<file path="src/rtl/car_sensor_fsm.sv">
// Parking-gate front end: synchronises and debounces two photo sensors, then tracks car passages.
// Optional sticky error flag and internal error counter enabled by defining CAR_SENSOR_ERR_EN.
module car_sensor_fsm #(
    parameter int SYNC_STAGES  = 2,
    parameter int DEBOUNCE_CYC = 4,
    parameter int CNT_W        = 3
) (
    input  logic clk,
    input  logic reset_n,
    input  logic a_pin,
    input  logic b_pin,
    output logic inc,
    output logic dec,
    output logic busy,
    output logic err
);

    typedef enum logic [2:0] {IDLE, EN1, EN2, EN3, EX1, EX2, EX3, RESYNC} state_t;

    localparam logic [CNT_W-1:0] CNT_LAST = CNT_W'(DEBOUNCE_CYC - 1);

    logic [SYNC_STAGES-1:0] a_sync, b_sync;
    logic [1:0]             s, s_prev, f;
    logic [CNT_W-1:0]       cnt, cnt_nxt;
    logic                   changed;
    state_t                 state, nxt;
    logic                   inc_nxt, dec_nxt;

    assign s = {a_sync[SYNC_STAGES-1], b_sync[SYNC_STAGES-1]};

    always_ff @(posedge clk or negedge reset_n) begin
        if (!reset_n) begin
            a_sync <= '0;
            b_sync <= '0;
        end else begin
            a_sync <= {a_sync[SYNC_STAGES-2:0], a_pin};
            b_sync <= {b_sync[SYNC_STAGES-2:0], b_pin};
        end
    end

    // The edge on which s changes counts as the first stable cycle, so f
    // follows after DEBOUNCE_CYC consecutive edges observing the same pair.
    always_comb begin
        changed = (s != s_prev);
        cnt_nxt = changed ? '0 : cnt + CNT_W'(1);
    end

    always_ff @(posedge clk or negedge reset_n) begin
        if (!reset_n) begin
            s_prev <= '0;
            f      <= '0;
            cnt    <= '0;
        end else begin
            s_prev <= s;
            if (s != f && cnt_nxt == CNT_LAST) begin
                f   <= s;
                cnt <= '0;
            end else if (changed || s == f) begin
                cnt <= '0;
            end else begin
                cnt <= cnt_nxt;
            end
        end
    end

    always_comb begin
        nxt     = state;
        inc_nxt = 1'b0;
        dec_nxt = 1'b0;
        case (state)
            IDLE: case (f)
                2'b10:   nxt = EN1;
                2'b01:   nxt = EX1;
                2'b11:   nxt = RESYNC;
                default: nxt = IDLE;
            endcase
            EN1: case (f)
                2'b11:   nxt = EN2;
                2'b00:   nxt = IDLE;
                2'b01:   nxt = RESYNC;
                default: nxt = EN1;
            endcase
            EN2: case (f)
                2'b01:   nxt = EN3;
                2'b10:   nxt = EN1;
                2'b00:   nxt = RESYNC;
                default: nxt = EN2;
            endcase
            EN3: case (f)
                2'b00:   begin nxt = IDLE; inc_nxt = 1'b1; end
                2'b11:   nxt = EN2;
                2'b10:   nxt = RESYNC;
                default: nxt = EN3;
            endcase
            EX1: case (f)
                2'b11:   nxt = EX2;
                2'b00:   nxt = IDLE;
                2'b10:   nxt = RESYNC;
                default: nxt = EX1;
            endcase
            EX2: case (f)
                2'b10:   nxt = EX3;
                2'b01:   nxt = EX1;
                2'b00:   nxt = RESYNC;
                default: nxt = EX2;
            endcase
            EX3: case (f)
                2'b00:   begin nxt = IDLE; dec_nxt = 1'b1; end
                2'b11:   nxt = EX2;
                2'b01:   nxt = RESYNC;
                default: nxt = EX3;
            endcase
            RESYNC:  nxt = (f == 2'b00) ? IDLE : RESYNC;
            default: nxt = IDLE;
        endcase
    end

    always_ff @(posedge clk or negedge reset_n) begin
        if (!reset_n) begin
            state <= IDLE;
            inc   <= 1'b0;
            dec   <= 1'b0;
            busy  <= 1'b0;
        end else begin
            state <= nxt;
            inc   <= inc_nxt;
            dec   <= dec_nxt;
            busy  <= (nxt != IDLE);
        end
    end

`ifdef CAR_SENSOR_ERR_EN
    logic [7:0] err_cnt;
    logic       enter_resync;

    assign enter_resync = (nxt == RESYNC) && (state != RESYNC);

    always_ff @(posedge clk or negedge reset_n) begin
        if (!reset_n) begin
            err     <= 1'b0;
            err_cnt <= '0;
        end else if (enter_resync) begin
            err <= 1'b1;
            if (err_cnt != 8'hFF) err_cnt <= err_cnt + 8'd1;
        end
    end
`else
    assign err = 1'b0;
`endif

endmodule

</file>
<file path="config.mk">
export PLATFORM = sky130hd
export DESIGN_NAME = car_sensor_fsm
export DESIGN_NICKNAME = d
export VERILOG_FILES = /design/src/rtl/car_sensor_fsm.sv
export SDC_FILE = /design/constraint.sdc
export NUM_CORES = 1
export LEC_CHECK = 0
export BUFFER_PORTS_ARGS = -buffer_cell sky130_fd_sc_hd__buf_2
export CAP_MARGIN = 5
export CORE_MARGIN = 10
export CORE_UTILIZATION = 30
export DETAILED_ROUTE_END_ITERATION = 12
export GPL_ROUTABILITY_DRIVEN = 0
export GPL_TIMING_DRIVEN = 1
export PLACE_DENSITY = 0.54
export SYNTH_ARGS = -nofsm -noshare
export SYNTH_HDL_FRONTEND = slang
export SYNTH_SLANG_ARGS = --single-unit
</file>
<file path="constraint.sdc">
create_clock -name clk -period 2.06 [get_ports clk]
set_input_delay 0.206 -clock clk [delete_from_list [all_inputs] [get_ports clk]]
set_output_delay 0.206 -clock clk [all_outputs]
set_load 0.02 [all_outputs]
</file>
### Yosys cells after proc, flatten, opt, wreduce, memory -nomap -nowiden

Index checks and enable logic that the tools add are counted.

* muxes and demuxes: 15
* equality and inequality tests: 14
* add/sub/neg operators: 1
* reductions and logical operators: 5

Operators by type and width (number)
* $pmux W3 S3: 6
* $pmux W3 S8: 1
* $eq A3 B3 Y1 const B: 4
* $mux W3: 4
* $eq A3 B2 Y1 const B: 3
* $pmux W2 S3: 1
* $eq A2 B2 Y1 const B: 2
* $ne A2 B2 Y1: 2
* $add A3 B1 Y3 const B: 1
* $eq A3 B1 Y1 const B: 1
* $logic_not A3 Y1: 1
* $mux W1: 3
* $reduce_bool A3 Y1: 1
* $eq A2 B1 Y1 const B: 1
* $eq A2 B2 Y1: 1
* $logic_not A2 Y1: 1
* $logic_and A1 B1 Y1: 1
* $logic_or A1 B1 Y1: 1

* output and inout port bits: 4
* register bits: 17
* word-level logic and storage cells: 44

### Longest topological paths before layout

* depth after elaboration: 5
* gate-level depth with buffers: 6
* depth with buffers taken out: 6

### Least setup slack after synthesis

No wires, ideal clock.

* path kind: register to register
* from: reg f[0]
* to: reg busy
* data arrival time: 1.468 ns
* buffers on the path: 0
* path slack: 0.458 ns
* cell stages (with the launch flop): 7
* cells stage by stage: dfrtp_1 > inv_1 > ha_1 > o21bai_1 > a211oi_1 > o31a_1 > nand4bb_1

* longest elaborated chain between the ends: 4
* elaborated cells between the ends (all ways): 14
* classes of those cells: 3 x eq/ne; 9 x mux; 2 x reduce/logical

RTL lines
* start, declared: line 23 `logic [1:0] s, s_prev, f;`
* start signal, assigned: line 56 `f <= s;`
* $eq A2 B1 Y1, or another cell as far along
* $pmux W3 S3, or another cell as far along: line 107 `EX3: case (f)`
* $pmux W3 S8 (*): line 70 `case (state)`
* named net nxt[1]: line 26 `state_t state, nxt;`
* $reduce_bool A3 Y1 (*): line 128 `busy <= (nxt != IDLE);`
* end signal, assigned: line 128
* end, declared: line 14 `output logic busy,`

The timed path passes the listed nets; every way through them passes the cells marked *.
A chain may end at the register's enable or synchronous reset.

### Final worst setup path

Same ends and word-level chain as after synthesis.

==> results.py <==
metrics = {
    "floorplan": {
        "start_util_pct": 30.95,
        "fp.coreArea_mm2": 0.003028,
        "dieArea_mm2": 0.005759,
        "die_x_um": 75.89,
        "rows": 20,
        "pin_count": 8,
        "die_h_um": 75.89,
    },
    "place": {
        "dp_hpwl_um": 1229,
        "placedCellCount": 130,
        "placed_area_um2": 988.4,
        "dp_slack_ns": 0.2536,
        "portBuffers": 6,
    },
    "critical_path": {
        "crit_path_max_fanout": 7,
        "crit_type": "reg -> reg",
        "cp_slowest_cell": "dfrtp_1",
        "path_cells": "inv_1 -> ha_1 -> o21bai_1 -> a211oi_1 -> o31a_1 -> nand4bb_1",
        "cp-start-kind": "flop",
        "rrSetupSlack_ns": 0.25,
        "max_stage_delay_ns": 0.49,
        "path_buf_inv": 1,
        "arrival_ns": 1.97,
        "critPathCaptureType": "flop",
        "cp_top_family": "compound AO/OA/AOI/OAI gates",
        "required_ns": 2.22,
    },
    "route": {
        "detail_route.wl_per_cell_um": 11.75,
        "drc": 0,
        "viasPerCell": 4.640,
        "antenna_left": 0,
        "routed_wl_um": 1598,
        "vias": 631,
        "firstDrtPassIters": 4,
        "drt_iter0_drc": 98,
    },
    "clock_network": {
        "numCtsBuffers": 3,
        "ctsRootBufferMaster": "clkbuf_4",
        "clk_pin_slew_ns": 0.10,
        "clk_latency_ns": 0.28,
        "tritoncts": "built",
        "clkSinkCount": 17,
        "cts_buffer_depth": 2,
        "htreeDepth": 1,
    },
    "logic_synthesis": {
        "synthesis.nets": 97,
        "yosys_most_used_dff": "dfrtp_1",
        "syn-cell-area_um2": 937.1,
        "yosysWarnings": 0,
        "synthCells": 84,
        "syn_avg_cell_area_um2": 11.16,
        "ys_seq_area_share_pct": 45.39,
        "synth_edf_count": 0,
        "async_flop_share_pct": 100.0,
        "yosysUniqueCellTypes": 33,
        "ys_ff_latch": 17,
    },
    "grt": {
        "grt_pass1_vias": 605,
        "grt_remaining_overflow": 0,
        "grt_pass1_wl_um": 2760,
        "grt_max_degree": 18,
        "antenna_found_initial": 0,
        "grt_usage_pct": 6.273,
    },
    "timing": {
        "slew_viol_final": 0,
        "clock_skew_ns": 0.003226,
        "fin_crit_ns": 1.805,
        "grt_setup_unrepaired": "no",
        "fin_crit_sh_pct": 87.63,
        "setup_slack_ns": 0.2548,
        "fmax_mhz": 554.0,
        "final.setup.tns_ns": 0,
        "hold_ws_ns": 0.01939,
        "setup_viol": 0,
        "hold_violations": 0,
    },
    "power": {
        "p_leak_nw": 0.4789,
        "total_power_mw": 1.368,
        "power_density_mw_per_mm2": 1321,
        "vdd_ir_drop_max_v": 0.0005889,
    },
    "finish": {
        "finalNonFillerCells": 136,
        "diodes": 0,
        "drive_gt1_share_pct": 16.30,
        "final_nets": 106,
        "syn2layout_area_growth_pct": 10.55,
        "final_core_util_pct": 34.21,
        "finalInstanceArea_mm2": 0.001036,
    },
    "min_path": {
        "min_path_type": "in -> reg",
    },
    "job": {
        "cap_violations": 0,
    },
    "run_status": {
        "status": "finished clean",
    },
}
flip-flops by register name (all words and copies together), names as in the netlist:
name,count
dec,1
cnt,3
inc,1
busy,1
state,3
s_prev,2
a_sync,2
f,2
b_sync,2
cells in the mapped netlist, types with 2 or more instances:
cell / n / area (um2)
xor2_1: 2 / 17.52
mux2_4: 2 / 30.03
xnor2_1: 3 / 26.28
a21oi_1: 3 / 15.01
nand2b_1: 3 / 18.77
o22ai_1: 2 / 12.51
nor2_1: 6 / 22.52
buf_4: 3 / 22.52
dfrtp_1: 17 / 425.4
nand2_1: 6 / 22.52
ha_1: 9 / 112.6
nor3b_1: 3 / 22.52
inv_1: 5 / 18.77
routing by layer:
| layer | global-route usage (%) | part of all wire [%] | vias to the layer above |
|---|---|---|---|
| met2 | 9.906 | 49 | 22 |
| met5 | 0 | 0 | - |
| li1 | - | - | 303 |
| met1 | 6.986 | 44 | 302 |
| met3 | 2.734 | 5.8 | 4 |
| met4 | 3.299 | 1.4 | 0 |
cells by family after synthesis:
kind of cell / synth area share [%]
compound gates: 13.75
xor+xnor: 4.674
fa+ha+maj: 12.02
buf+inv: 5.607
flops: 45.39
mux: 3.204
other cells: 0.4001
simple gates: 14.95
cell type report:
| type | instances | area [um2] |
|---|---|---|
| clock buffer | 3 | 22.52 |
| tap | 44 | 55.05 |
| timing repair buffer | 8 | 50.05 |
| sequential | 17 | 425.4 |
| fill | 319 | 1992 |
| clock inverter | 1 | 5.005 |
| inverter | 5 | 18.77 |
| multi-input combinational | 58 | 459.2 |
placed cells by master (no fill, tap or decap), drive strengths merged, types with 2 or more instances in the layout:
master       netlist  layout
nand2b             3       3
nor3               3       3
o22ai              2       2
nand2              6       6
inv                5       5
xor2               2       2
clkbuf             0       3
nor2               6       6
ha                 9       9
mux2               2       2
xnor2              3       3
dlygate4sd3        0       2
buf                4       6
nor3b              3       3
a21oi              3       3
dfrtp             17      17
power by group:
| part | internal (mW) | switching, mW |
|---|---|---|
| Sequential | 0.413 | 0.132 |
| Clock | 0.0721 | 0.0999 |
| Combinational | 0.303 | 0.350 |
| Total | 0.787 | 0.581 |
worst paths after layout:
kind / endpoint / startpoint / cells past startpoint
min in group asynchronous: b_sync[0]$_DFF_PN0_ / reset_n / 2
hold / removal: b_sync[0]$_DFF_PN0_ / b_pin / 1
setup / recovery: busy$_DFF_PN0_ / f[0]$_DFFE_PN0P_ / 6
hold reg to reg: a_sync[1]$_DFF_PN0_ / a_sync[0]$_DFF_PN0_ / 0
max in group asynchronous: f[1]$_DFFE_PN0P_ / reset_n / 2
setup reg to reg: busy$_DFF_PN0_ / f[0]$_DFFE_PN0P_ / 6
timing repair:
| item | in CTS | in global routing |
|---|---|---|
| hold buffers | 1 | 1 |
| buffers inserted | 0 | 0 |
| endpoints found under the setup margin | 0 | 0 |
| gates resized for setup | 0 | 0 |
| endpoints found under the hold margin | 17 | 1 |
worst register-to-register path, stage by stage (launching register included):
cell	delay (ns)
dfrtp_1	0.49
inv_1	0.14
ha_1	0.31
o21bai_1	0.18
a211oi_1	0.09
o31a_1	0.30
nand4bb_1	0.18
Power figures use the tool's default switching activity.
